File: src/rtl/imm_encoder_if.sv
// imm_encoder_if: handshake and field bundle between an instruction generator and imm_encoder
// master: drives the input transaction, out_ready and cnt_clr; observes outputs and counters
// slave : the encoder side
interface imm_encoder_if #(parameter int CNT_W = 16);
  logic             in_valid;
  logic             in_ready;
  logic [1:0]       immsrc;
  logic [63:0]      imm;
  logic [6:0]       opcode;
  logic [4:0]       rd;
  logic [2:0]       funct3;
  logic [4:0]       rs1;
  logic [4:0]       rs2;
  logic             out_valid;
  logic             out_ready;
  logic [31:0]      out_instr;
  logic [1:0]       out_err;
  logic             cnt_clr;
  logic [CNT_W-1:0] enc_cnt;
  logic [CNT_W-1:0] err_cnt;
  modport master (
    output in_valid, immsrc, imm, opcode, rd, funct3, rs1, rs2, out_ready, cnt_clr,
    input  in_ready, out_valid, out_instr, out_err, enc_cnt, err_cnt
  );
  modport slave (
    input  in_valid, immsrc, imm, opcode, rd, funct3, rs1, rs2, out_ready, cnt_clr,
    output in_ready, out_valid, out_instr, out_err, enc_cnt, err_cnt
  );
endinterface

File: src/rtl/imm_encoder.sv
// imm_encoder: packs a sign-extended immediate plus register fields into an RV instruction word
// clk   : rising-edge clock
// reset : asynchronous active-high reset
// bus   : imm_encoder_if.slave (input transaction, output word/err, counter clear and counters)
module imm_encoder #(
  parameter int CNT_W       = 16,
  parameter bit DROP_ON_ERR = 0
) (
  input logic           clk,
  input logic           reset,
  imm_encoder_if.slave  bus
);
  logic             r_s1_valid, r_s2_valid;
  logic [1:0]       r_s1_src, r_s1_err, r_s2_err;
  logic [20:0]      r_s1_imm;
  logic [6:0]       r_s1_op;
  logic [4:0]       r_s1_rd, r_s1_rs1, r_s1_rs2;
  logic [2:0]       r_s1_f3;
  logic [31:0]      r_s2_instr;
  logic [CNT_W-1:0] r_enc, r_err;
  logic             w_s2_adv, w_s1_adv, w_mv, w_ok11, w_ok12, w_ok20, w_oor;
  logic             w_inc_e, w_inc_r;
  logic [1:0]       w_err;
  logic [31:0]      w_instr;
  assign w_s2_adv = !r_s2_valid || bus.out_ready;
  assign w_s1_adv = !r_s1_valid || w_s2_adv;
  assign w_mv     = r_s1_valid && w_s2_adv;
  // in range when every bit above the field MSB matches the field MSB
  assign w_ok11 = &bus.imm[63:11] || ~|bus.imm[63:11];
  assign w_ok12 = &bus.imm[63:12] || ~|bus.imm[63:12];
  assign w_ok20 = &bus.imm[63:20] || ~|bus.imm[63:20];
  assign w_oor  = bus.immsrc[1] ? (bus.immsrc[0] ? !w_ok20 : !w_ok12) : !w_ok11;
  assign w_err  = {bus.immsrc[1] & bus.imm[0], w_oor};
  always_comb begin
    w_instr = r_s1_src == 2'b00 ? {r_s1_imm[11:0], r_s1_rs1, r_s1_f3, r_s1_rd, r_s1_op}
            : r_s1_src == 2'b01 ? {r_s1_imm[11:5], r_s1_rs2, r_s1_rs1, r_s1_f3, r_s1_imm[4:0], r_s1_op}
            : r_s1_src == 2'b10 ? {r_s1_imm[12], r_s1_imm[10:5], r_s1_rs2, r_s1_rs1, r_s1_f3,
                                   r_s1_imm[4:1], r_s1_imm[11], r_s1_op}
            : {r_s1_imm[20], r_s1_imm[10:1], r_s1_imm[11], r_s1_imm[19:12], r_s1_rd, r_s1_op};
  end
  assign w_inc_e = w_mv && r_s1_err == 2'b00 && !(&r_enc);
  assign w_inc_r = w_mv && r_s1_err != 2'b00 && !(&r_err);
  always_ff @(posedge clk or posedge reset) begin
    if (reset) begin
      r_s1_valid <= 1'b0;
      r_s1_src   <= '0;
      r_s1_err   <= '0;
      r_s1_imm   <= '0;
      r_s1_op    <= '0;
      r_s1_rd    <= '0;
      r_s1_f3    <= '0;
      r_s1_rs1   <= '0;
      r_s1_rs2   <= '0;
    end else if (w_s1_adv) begin
      r_s1_valid <= bus.in_valid;
      if (bus.in_valid) begin
        r_s1_src <= bus.immsrc;
        r_s1_err <= w_err;
        r_s1_imm <= bus.imm[20:0];
        r_s1_op  <= bus.opcode;
        r_s1_rd  <= bus.rd;
        r_s1_f3  <= bus.funct3;
        r_s1_rs1 <= bus.rs1;
        r_s1_rs2 <= bus.rs2;
      end
    end
  end
  always_ff @(posedge clk or posedge reset) begin
    if (reset) begin
      r_s2_valid <= 1'b0;
      r_s2_instr <= '0;
      r_s2_err   <= '0;
    end else if (w_s2_adv) begin
      // with DROP_ON_ERR a failing entry still leaves S1 but enters S2 as a bubble
      r_s2_valid <= r_s1_valid && !(DROP_ON_ERR && r_s1_err != 2'b00);
      if (r_s1_valid) begin
        r_s2_instr <= w_instr;
        r_s2_err   <= r_s1_err;
      end
    end
  end
  always_ff @(posedge clk or posedge reset) begin
    if (reset) begin
      r_enc <= '0;
      r_err <= '0;
    end else begin
      r_enc <= bus.cnt_clr ? '0 : r_enc + CNT_W'(w_inc_e);
      r_err <= bus.cnt_clr ? '0 : r_err + CNT_W'(w_inc_r);
    end
  end
  assign bus.in_ready  = w_s1_adv;
  assign bus.out_valid = r_s2_valid;
  assign bus.out_instr = r_s2_instr;
  assign bus.out_err   = r_s2_err;
  assign bus.enc_cnt   = r_enc;
  assign bus.err_cnt   = r_err;
endmodule
File: src/flat_wrapper.sv
// flat-port wrapper written by rule: the top's interface ports become plain ports
module imm_encoder_flat 
#(
  parameter int CNT_W       = 16,
  parameter bit DROP_ON_ERR = 0
)
  (clk, reset, bus_in_valid, bus_immsrc, bus_imm, bus_opcode, bus_rd, bus_funct3, bus_rs1, bus_rs2, bus_out_ready, bus_cnt_clr, bus_in_ready, bus_out_valid, bus_out_instr, bus_out_err, bus_enc_cnt, bus_err_cnt);
  imm_encoder_if #(.CNT_W(CNT_W)) bus_i ();
  input logic clk;
  input logic reset;
  input wire logic [$bits(bus_i.in_valid)-1:0] bus_in_valid;
  input wire logic [$bits(bus_i.immsrc)-1:0] bus_immsrc;
  input wire logic [$bits(bus_i.imm)-1:0] bus_imm;
  input wire logic [$bits(bus_i.opcode)-1:0] bus_opcode;
  input wire logic [$bits(bus_i.rd)-1:0] bus_rd;
  input wire logic [$bits(bus_i.funct3)-1:0] bus_funct3;
  input wire logic [$bits(bus_i.rs1)-1:0] bus_rs1;
  input wire logic [$bits(bus_i.rs2)-1:0] bus_rs2;
  input wire logic [$bits(bus_i.out_ready)-1:0] bus_out_ready;
  input wire logic [$bits(bus_i.cnt_clr)-1:0] bus_cnt_clr;
  output wire logic [$bits(bus_i.in_ready)-1:0] bus_in_ready;
  output wire logic [$bits(bus_i.out_valid)-1:0] bus_out_valid;
  output wire logic [$bits(bus_i.out_instr)-1:0] bus_out_instr;
  output wire logic [$bits(bus_i.out_err)-1:0] bus_out_err;
  output wire logic [$bits(bus_i.enc_cnt)-1:0] bus_enc_cnt;
  output wire logic [$bits(bus_i.err_cnt)-1:0] bus_err_cnt;
  assign bus_i.in_valid = bus_in_valid;
  assign bus_i.immsrc = bus_immsrc;
  assign bus_i.imm = bus_imm;
  assign bus_i.opcode = bus_opcode;
  assign bus_i.rd = bus_rd;
  assign bus_i.funct3 = bus_funct3;
  assign bus_i.rs1 = bus_rs1;
  assign bus_i.rs2 = bus_rs2;
  assign bus_i.out_ready = bus_out_ready;
  assign bus_i.cnt_clr = bus_cnt_clr;
  assign bus_in_ready = bus_i.in_ready;
  assign bus_out_valid = bus_i.out_valid;
  assign bus_out_instr = bus_i.out_instr;
  assign bus_out_err = bus_i.out_err;
  assign bus_enc_cnt = bus_i.enc_cnt;
  assign bus_err_cnt = bus_i.err_cnt;
  imm_encoder #(.CNT_W(CNT_W), .DROP_ON_ERR(DROP_ON_ERR)) u_core (.clk(clk), .reset(reset), .bus(bus_i));
endmodule
File: config.mk
export PLATFORM = sky130hd
export DESIGN_NAME = imm_encoder_flat
export DESIGN_NICKNAME = d
export VERILOG_FILES = /design/src/rtl/imm_encoder_if.sv /design/src/rtl/imm_encoder.sv /design/src/flat_wrapper.sv
export SDC_FILE = /design/constraint.sdc
export NUM_CORES = 1
export LEC_CHECK = 0
export BUFFER_PORTS_ARGS = -buffer_cell sky130_fd_sc_hd__buf_2
export CELL_PAD_IN_SITES_DETAIL_PLACEMENT = 1
export CELL_PAD_IN_SITES_GLOBAL_PLACEMENT = 2
export CORE_AREA = 8 8 137 139
export CTS_CLUSTER_DIAMETER = 120
export DETAILED_ROUTE_END_ITERATION = 16
export DIE_AREA = 0 0 145 147
export GPL_ROUTABILITY_DRIVEN = 0
export HOLD_SLACK_MARGIN = 0.03
export PLACE_DENSITY_LB_ADDON = 0.1
export SLEW_MARGIN = 10
export SYNTH_ARGS = -nofsm -noshare
export SYNTH_HDL_FRONTEND = slang
export SYNTH_SLANG_ARGS = --single-unit
File: constraint.sdc
create_clock -name clk -period 3.6 [get_ports clk]
set_input_delay 0.18 -clock clk [delete_from_list [all_inputs] [get_ports clk]]
set_output_delay 0.18 -clock clk [all_outputs]
set_load 0.01 [all_outputs]
==> results of run 1 <==
[worst max-delay path: stages, from the launching register on]
cell     delay [ps]
dfrtp_1         430
and4_1          290
nand3_1         110
nor3_1           50
nor4_1          310
ha_1            330
nand4_1         220
or3_1           360
a21oi_1         150
[registers in the layout, indices dropped and copies added, names as in the netlist, 3 cells and up]
register / cells
u_core.r_s1_imm: 21
u_core.r_s1_rd: 5
u_core.r_s1_f3: 3
u_core.r_s1_rs2: 5
u_core.bus.err_cnt: 16
u_core.r_s1_rs1: 5
u_core.bus.out_instr: 32
u_core.r_s1_op: 7
u_core.bus.enc_cnt: 16
[cells in the final DEF, fill, tap and decap left out, types with 3 or more instances in the layout]
cell type and instances:
buf_2 163, dfrtp_1 118, mux2_2 62, dlygate4sd3_1 39, nand2_1 38, nor2_1 29
xor2_1 23, o21ai_0 23, nand4_1 22, mux2i_1 17, clkbuf_16 17, nor4_1 14
nand3_1 11, and3_1 7, nor3_1 5, a21oi_1 5, xnor2_1 5, buf_4 5
or3_1 4, o21ai_1 4, ha_1 4, bufinv_16 4, nand2b_1 3, and4_1 3
nor2b_1 3, inv_6 3, clkinv_4 3
[cells in the mapped netlist]
cell type  instances
o22ai_1            2
nor4_2             1
and4_1             3
xor2_1            23
xnor2_1            5
nor4_4             1
nor4b_1            1
nor3_1             5
mux2i_1           17
clkbuf_1          18
nand3_1           11
or4_1              1
nor2_1            29
a31oi_1            1
nor4_1            14
nor3b_1            1
or3_1              4
and3_1             7
mux2_2            62
a21oi_1            5
nand2_1           40
a22o_1             1
nor2b_1            3
o31ai_1            1
nand3b_1           1
nand4_1           22
dfrtp_1          118
o21ai_0           23
a2111o_1           1
inv_1              2
o21ai_1            4
nand2b_1           3
ha_1               4
a311oi_1           2
[repair_timing]
action | in CTS | in global routing
buffers inserted | 0 | 0
hold buffers | 39 | 0
resized for setup | 0 | 0
endpoints found under the hold margin | 39 | 0
[area by class of cell]
| cell class | instances | area, µm² |
|---|---|---|
| tap | 225 | 281.5 |
| clock inverter | 14 | 197.7 |
| timing repair buffer | 207 | 1244 |
| clock buffer | 18 | 439.2 |
| fill | 1850 | 9477 |
| inverter | 2 | 10.01 |
| multi-input combinational | 298 | 2155 |
| sequential | 118 | 2953 |
[power groups by stage]
| stage | clock network, W | logic, W | registers (W) |
|---|---|---|---|
| 6_report | 0.00182 | 0.000639 | 0.00163 |
| 5_1_grt | 0.00194 | 0.000714 | 0.00166 |
| 4_1_cts | 0.00188 | 0.000660 | 0.00163 |
| 3_5_place_dp | 0 | 0.000623 | 0.00166 |
| 3_3_place_gp | 0 | 0.000611 | 0.00165 |
| 2_1_floorplan | 0 | 0.000309 | 0.00167 |
[kinds of logic (layout without fill, tap and decap cells)]
family / Yosys count / count (layout) / share of synthesized area
and+or+nand+nor: 147 / 147 / 0.1472
muxes: 79 / 79 / 0.1677
adders and majority gates: 4 / 4 / 0.009667
buffers and inverters: 20 / 241 / 0.01450
DFF: 118 / 118 / 0.5703
AOI/OAI and AO/OA: 40 / 40 / 0.04326
xor gates and xnor gates: 28 / 28 / 0.04736
[metal layers]
layer	part of all wire	wire length, µm	vias up
met5	0.00067	10	-
met4	0.0097	144	2
met3	0.068	1008	16
met2	0.47	6930	119
met1	0.45	6740	2102
li1	-	-	1985
[worst paths after layout]
kind,slack [ps],cells past startpoint,end,startpoint
worst min register to register,470,2,u_core.bus.out_instr[8]$_DFFE_PP0P_,u_core.bus.out_instr[8]$_DFFE_PP0P_
min in group clk,40,2,u_core.r_s1_imm[12]$_DFFE_PP0P_,bus_imm[12]
worst max register to register,1260,8,u_core.bus.enc_cnt[15]$_DFF_PP0_,u_core.bus.enc_cnt[1]$_DFF_PP0_
worst min-delay path,20,2,u_core.r_s1_imm[6]$_DFFE_PP0P_,reset
max in group asynchronous,2690,3,u_core.bus.out_instr[21]$_DFFE_PP0P_,reset
worst max-delay path,1260,8,u_core.bus.enc_cnt[15]$_DFF_PP0_,u_core.bus.enc_cnt[1]$_DFF_PP0_
[stage by stage]
step | power (W) | std cells
final | 0.004093 | 882
after floorplan | 0.001983 | 436
after detailed placement | 0.002279 | 811
after CTS | 0.004169 | 882
after global routing | 0.004309 | 882
after global placement | 0.002259 | 811
==> results by group, run 1 <==
STA
  • Setup TNS: 0 ps
  • Final Skew: 7.476 ps
  • Final Hold Violating Endpoints: 0
  • Slew HR: 0.2895
  • # setup viols final: 0
  • Final Max Tran Viols: 0
  • Least-Margin Pin Slew: ~1100 ps
  • Hold_ws: between 20 and 25 ps
  • Fmax: 428.0 MHz
  • RSZ-0062 raised after global routing: false
  • Tmin final: 2337 ps
  • Fin crit share: 0.6490
  • Setup ws final: approximately 1300 ps

Setup path
  • WS Path Type: register to register
  • CP Max Fanout: 6
  • Crit start category: register
  • CP required: about 3900 ps
  • Crit end category: register
  • Critical Path AT: between 2000 and 3000 ps

Logic synthesis
  • Post-synth top area cell: dfrtp_1
  • Synth area leaders: dfrtp_1 (57%), mux2_2 (13%), xor2_1 (3.9%), mux2i_1 (3.3%), nand2_1 (2.9%)
  • Syn nets: roughly 540
  • Netlist cell types: 34
  • Yosys reg bits: 118
  • Post-synth top area share: 0.5703
  • Syn Area/Cell: about 12 µm²
  • Ys Warns: 0
  • Seq/Total Area, Yosys: 0.5703
  • Cells after synthesis: 436
  • Syn Std Cell Area: about 5200 µm²

Placed design
  • Worst slack at placement: 1275 ps
  • DP HPWL: around 11,000 µm
  • Port bufs: between 150 and 200
  • Placed inst area: about 6300 µm²

Cells and area
  • Synthesis-to-layout area growth: 40.60%
  • Antenna cells: 0
  • Final Util: 0.4344
  • Fraction of layout cells with a size suffix above 1: 0.4064
  • Nets: between 700 and 800
  • Final Instance Area: ~7300 µm²

Global routing
  • Number of global-route vias before repair: between 4k and 5k
  • Gr usage total: 0.1434
  • First-pass GRT wire length: approximately 25,000 µm
  • GR Util met1: 0.1704
  • GR Util met3: 0.05998
  • Busiest layer in global routing: met2
  • Initial antenna violation count: 1
  • Largest net degree at the start of global routing: 84
  • Global route overflow: 0
  • Met2 Usage GRT: 0.2336

Detailed routing
  • Post-route ant nets: 0
  • Total number of vias: approximately 4.2k
  • Drt via density: 4.789
  • Wirelength, routed: 14,830 µm
  • 1st-iter DRT viols: between 150 and 200
  • Residual DRC: 0
  • Pre-antenna DRT Iters: 4
  • WL/cell: 16.82 µm

Pwr
  • Net Sw Power: 0.001073 W
  • Seq pwr share: 0.398
  • Sw frac: 0.2622
  • Pleak: about 3.4 nW
  • Int Pwr: roughly 0.003 W
  • Clock share of power: 0.445
  • Power Density: 562.2 nW/µm²
  • Combinational share of power: 0.156
  • Max VDD drop: roughly 0.00032 V

Clock network
  • CTS Buffer Depth: 2
  • Worst skew pair latency: 410 ps
  • Root Buffer: clkbuf_16
  • H-tree depth: 4
  • Clk slew on worst S/H paths: around 60 ps
  • CTS sink count: about 120
  • CTS tree: yes
  • Cts bufs inserted: 17

Floorplan
  • Die height: about 150 µm
  • Core Box Area: about 17,000 µm²
  • Initial core utilization: 0.3090
  • Die footprint: roughly 21,000 µm²
  • Die width: approximately 150 µm
  • IO Pins: 164
  • Rows: 48

Worst hold path
  • Worst Hold Class: input port to async pin

Outcome
  • Status: finished clean

Flow run
  • Maxcap violations: 0
(Power assumes the default switching activity.)
==> run 2: changes to the inputs <==
==> constraint.sdc (replaced) <==
create_clock -name clk -period 2.34 [get_ports clk]
set_input_delay 0.117 -clock clk [delete_from_list [all_inputs] [get_ports clk]]
set_output_delay 0.117 -clock clk [all_outputs]
set_load 0.01 [all_outputs]
==> run 2 against run 1 <==
Compared with the run above:
- critical endpoint is now u_core.bus.err_cnt[15]$_DFF_PP0_
- largest power group unchanged
- combinational power is 60% higher
- routed wire length is 2.5% higher
- critical path depth is 1 higher
- register-to-register slack worse by 1100 ps
- count of clock-buffer cells in the layout is 1 lower
- sequential power is 54% higher
==> results by group, run 2 (same netlist as run 1, synthesis figures left out) <==
Placed design
  • DP HPWL: 11,050 µm
  • Placed inst area: around 6300 µm²
  • Port bufs: 163

Setup path
  • Crit end category: register
  • CP required: 2660 ps
  • Critical Path AT: between 2000 and 2500 ps
  • WS Path Type: register to register
  • CP Max Fanout: 5
  • Crit start category: register

Clock network
  • H-tree depth: 4
  • CTS tree: yes
  • CTS sink count: 118
  • Worst skew pair latency: between 400 and 500 ps
  • CTS Buffer Depth: 2
  • Root Buffer: clkbuf_16
  • Clk slew on worst S/H paths: 60 ps
  • Cts bufs inserted: 17

Floorplan
  • Initial core utilization: 0.3090
  • Die width: 145 µm
  • Die height: 147 µm
  • Core Box Area: 16,760 µm²
  • Die footprint: 21,320 µm²
  • Rows: between 40 and 50
  • IO Pins: about 160

Detailed routing
  • Residual DRC: 0
  • Pre-antenna DRT Iters: 4
  • Drt via density: around 4.7
  • Met2 wire len: 7014 µm
  • Wirelength, routed: 15,200 µm
  • Total number of vias: ~4.2k
  • WL/cell: 16.91 µm
  • WL met3: ~960 µm
  • Post-route ant nets: 0
  • 1st-iter DRT viols: ~110
  • DRT met1 WL: 7028 µm
  • Max Used Layer: met4

Global routing
  • Gr usage total: 0.1444
  • Initial antenna violation count: 0
  • First-pass GRT wire length: approximately 25,000 µm
  • Global route overflow: 0
  • Largest net degree at the start of global routing: ~120
  • Number of global-route vias before repair: 4,763

Cells and area
  • Final Instance Area: around 7500 µm²
  • Multi-input gate area: between 2000 and 2500 µm²
  • Nets: 761
  • Most common cell after layout, fill and taps aside: buf_2
  • Register Area: approximately 3000 µm²
  • Fraction of layout cells with a size suffix above 1: 0.4095
  • Max reg flops: 32
  • Fill cell count: between 1.5k and 2k
  • Antenna cells: 0
  • Most frequent cells in the layout: buf_2 (163), dfrtp_1 (118), mux2_2 (62), dlygate4sd3_1 (51), nand2_1 (38)
  • Synthesis-to-layout area growth: 44.06%

Outcome
  • Status: finished clean

STA
  • Tmin final: roughly 2100 ps
  • # setup viols final: 0
  • Final Max Tran Viols: 0
  • Setup TNS: 0 ps
  • Fin crit share: 0.9138
  • Fmax: around 470 MHz
  • Final Hold Violating Endpoints: 0
  • Slew HR: 0.4614
  • Final Skew: between 7 and 8 ps
  • Hold_ws: just under 70 ps
  • Least-Margin Pin Slew: 802.1 ps
  • RSZ-0062 raised after global routing: false

Pwr
  • Pleak: roughly 3.5 nW
  • Max VDD drop: ~0.0005 V
  • Power Density: 837.2 nW/µm²

Flow run
  • Maxcap violations: 0

Worst hold path
  • Worst Hold Class: input port to register
-- run 2: cell type report --
class / count / share of cell area
flip-flops and latches: 118 / 0.3959
repair buffers: 224 / 0.1912
clock inverters: 15 / 0.02583
multi-input cells: 298 / 0.2907
well taps: 225 / 0.03775
clock buffers: 17 / 0.05704
inverters: 2 / 0.001510
-- run 2: layer usage --
| layer | vias to the layer above | GRT usage |
|---|---|---|
| li1 | 2023 | - |
| met1 | 2031 | 0.1758 |
| met2 | 125 | 0.2318 |
| met3 | 17 | 0.05229 |
| met4 | 0 | 0.05050 |
| met5 | - | 0 |
-- run 2: what timing repair did --
action                                 in CTS  in global routing
hold buffers                               51                  0
buffers inserted                            0                  0
setup endpoints to repair                   0                  8
endpoints found under the hold margin     167                  0
gates resized for setup                     0                  4
-- run 2: power by group --
part	switching, W	internal, W
logic	0.000497	0.000522
registers	0.000179	0.00233
clock network	0.00101	0.00170
-- run 2: final timing paths --
kind,start,endpoint,slack [ps],depth (start not counted)
setup / recovery,u_core.bus.err_cnt[5]$_DFF_PP0_,u_core.bus.err_cnt[15]$_DFF_PP0_,200,9
min in group asynchronous,reset,u_core.r_s1_rd[3]$_DFFE_PP0P_,440,4
setup reg to reg,u_core.bus.err_cnt[5]$_DFF_PP0_,u_core.bus.err_cnt[15]$_DFF_PP0_,200,9
max in group asynchronous,reset,u_core.r_s1_imm[7]$_DFFE_PP0P_,1410,4
hold reg to reg,u_core.bus.out_instr[9]$_DFFE_PP0P_,u_core.bus.out_instr[9]$_DFFE_PP0P_,480,2
hold / removal,bus_immsrc[0],u_core.r_s1_src[0]$_DFFE_PP0P_,70,3
-- run 2: critical path, cell delays in order (launching register included) --
cell	delay [ps]
dfrtp_1	430
and3_1	210
and4_1	250
nand2_1	90
nor3_1	50
nor3_1	210
ha_1	230
nand3_2	120
or3_1	330
a21oi_1	150
-- run 2: metrics by stage --
stage,utilization,power (W),std cells,setup slack (ps)
2_1_floorplan,-,0.003052,436,137.0
3_3_place_gp,0.3769,0.003491,816,177.8
3_5_place_dp,0.3769,0.003523,816,87.14
4_1_cts,0.4443,0.006367,899,55.87
5_1_grt,0.4451,0.006568,899,5.355
6_report,0.4451,0.006244,899,201.6
==> run 3: changes to the inputs <==
--- a/config.mk
+++ b/config.mk
@@ -6,6 +6,7 @@
 export NUM_CORES = 1
 export LEC_CHECK = 0
 export BUFFER_PORTS_ARGS = -buffer_cell sky130_fd_sc_hd__buf_2
+export CAP_MARGIN = 40
 export CELL_PAD_IN_SITES_DETAIL_PLACEMENT = 1
 export CELL_PAD_IN_SITES_GLOBAL_PLACEMENT = 2
 export CORE_AREA = 8 8 137 139
@@ -14,7 +15,7 @@
 export DIE_AREA = 0 0 145 147
 export GPL_ROUTABILITY_DRIVEN = 0
 export HOLD_SLACK_MARGIN = 0.03
-export PLACE_DENSITY_LB_ADDON = 0.1
+export PLACE_DENSITY = 0.79
 export SLEW_MARGIN = 10
 export SYNTH_ARGS = -nofsm -noshare
 export SYNTH_HDL_FRONTEND = slang
==> run 3 against run 2 <==
Compared with the run above:
- clock power shrank 7%
- flip-flop and latch count is the same
- register-to-register slack got worse by 40 ps
- first-iteration DRC count grew 94%
- sequential power about the same
- utilization down 0.19 points
- cell count increased by 0.22%
- sequential share of layout area up 0.17 points
- count of clock-buffer cells in the layout unchanged
- via count increased by 2.4%
- worst hold slack worse by 20 ps
- critical path type unchanged
- largest cell class unchanged
- largest power group unchanged
- highest routed layer unchanged
==> results by group, run 3 (same netlist as run 1, synthesis figures left out) <==
Outcome
  • Status: finished clean

Detailed routing
  • Post-route ant nets: 0
  • WL/cell: roughly 17 µm
  • WL met3: about 800 µm
  • 1st-iter DRT viols: ~210
  • Pre-antenna DRT Iters: 6
  • Total number of vias: between 4k and 5k
  • Residual DRC: 0
  • Max Used Layer: met4
  • Met2 wire len: about 8000 µm
  • Wirelength, routed: 15,580 µm
  • Drt via density: about 4.8
  • DRT met1 WL: approximately 6600 µm

Cells and area
  • Most frequent cells in the layout: buf_2 (163), dfrtp_1 (118), mux2_2 (62), dlygate4sd3_1 (50), nand2_1 (38)
  • Max reg flops: 32
  • Final Util: 0.4432
  • Final instance count without filler cells: around 900
  • Nets: ~760
  • Fraction of layout cells with a size suffix above 1: 0.4089
  • Synthesis-to-layout area growth: 43.43%
  • Most common cell after layout, fill and taps aside: buf_2

Global routing
  • Largest net degree at the start of global routing: 53
  • Number of global-route vias before repair: 4,938
  • Gr usage total: 0.1501
  • First-pass GRT wire length: approximately 26,000 µm
  • Initial antenna violation count: 1
  • Global route overflow: 0

Setup path
  • Slowest cell on crit path: dfrtp_1
  • CP max stage delay: approximately 430 ps
  • Critical Path AT: 2460 ps
  • WS Path Type: register to register
  • Critical Path, Cell by Cell: and4_1, nand3_1, nor3_1, nor4_2, ha_2, and3_1, nand3_1, xor2_1, nor2_1
  • CP required: about 2600 ps
  • Crit path max-delay family: simple AND/OR/NAND/NOR gates
  • Crit start category: register
  • CP Max Fanout: 6
  • Crit end category: register
  • Crit path top cell by count: nand3_1
  • Crit path buf inv count: 0

Clock network
  • H-tree depth: 4
  • CTS tree: yes
  • Worst skew pair latency: around 420 ps
  • Cts bufs inserted: 17
  • CTS Buffer Depth: 2
  • Clk slew on worst S/H paths: 60 ps
  • Root Buffer: clkbuf_16
  • CTS sink count: about 120

STA
  • Tmin final: about 2200 ps
  • Fmax: 458.8 MHz
  • Final Max Tran Viols: 0
  • Final Hold Violating Endpoints: 0
  • # setup viols final: 0
  • Final Skew: about 10 ps
  • Least-Margin Pin Slew: approximately 750 ps
  • Slew HR: 0.5002
  • Fin crit share: 0.9315

Floorplan
  • Die footprint: 21,320 µm²
  • Die width: around 150 µm
  • Die height: approximately 150 µm
  • Initial core utilization: 0.3090
  • Core Box Area: between 15,000 and 20,000 µm²
  • Rows: 48
  • IO Pins: 164

Flow run
  • Maxcap violations: 0

Pwr
  • Max VDD drop: 0.0005148 V
  • Power Density: ~800 nW/µm²
  • Pleak: approximately 3.5 nW
  • Total power: 0.006058 W

Placed design
  • DP HPWL: between 10,000 and 15,000 µm
  • Post-Place Cells: between 800 and 900
  • Port bufs: between 150 and 200

Worst hold path
  • Worst Hold Class: input port to register
## run 3: layout make-up
cell class / instances / area, µm²
clock inverter: 15 / 145.1
multi-input combinational: 298 / 2163
timing repair buffer: 225 / 1444
inverter: 2 / 11.26
tap: 225 / 281.5
clock buffer: 17 / 425.4
antenna: 1 / 2.502
sequential: 118 / 2953
fill: 1877 / 9330
## run 3: metrics by stage
stage / TNS, ps / worst slack (ps) / hold slack [ps] / area [µm²]
floorplan: 0 / 137.0 / 182.6 / 5181
CTS: 0 / 13.38 / 32.77 / 7407
detailed placement: 0 / 57.93 / 281.5 / 6336
global placement: 0 / 199.0 / 265.7 / 6336
finish: 0 / 160.2 / 48.16 / 7426
global route: -9.067 / -9.067 / 77.68 / 7426
## run 3: worst paths after layout
kind | end | cells after the start | slack [ps] | startpoint
worst max-delay path | u_core.bus.enc_cnt[12]$_DFF_PP0_ | 9 | 160 | u_core.bus.enc_cnt[1]$_DFF_PP0_
worst min-delay path | u_core.r_s1_src[0]$_DFFE_PP0P_ | 3 | 50 | bus_immsrc[0]
worst max register to register | u_core.bus.enc_cnt[12]$_DFF_PP0_ | 9 | 160 | u_core.bus.enc_cnt[1]$_DFF_PP0_
worst min register to register | u_core.bus.out_instr[8]$_DFFE_PP0P_ | 2 | 480 | u_core.bus.out_instr[8]$_DFFE_PP0P_
min in group asynchronous | u_core.r_s1_rd[3]$_DFFE_PP0P_ | 3 | 380 | reset
max in group asynchronous | u_core.r_s1_imm[19]$_DFFE_PP0P_ | 4 | 1280 | reset
## run 3: repair_timing
action                                 CTS  global route
endpoints found under the hold margin   78             0
gates resized for setup                  0             2
setup endpoints to repair                0             7
setup buffers                            0             1
hold buffers                            50             0
## run 3: power breakdown
group	leakage (nW)	switching, W	internal (W)
registers	1.46	0.000177	0.00233
logic	1.76	0.000508	0.000525
clock network	0.265	0.00103	0.00148
## run 3: metal layers
metal | track usage | up-vias
li1 | - | 2025
met1 | 0.1677 | 2121
met2 | 0.2638 | 129
met3 | 0.05106 | 21
met4 | 0.04840 | 0
met5 | 0 | -
## run 3: worst register-to-register path, delay by kind of cell, from the launching register on
kind,cells,cell delay (ps)
XOR/XNOR,1,170
flip-flops,1,430
adder cells (fa/ha/maj),1,300
AND/OR/NAND/NOR,7,1140
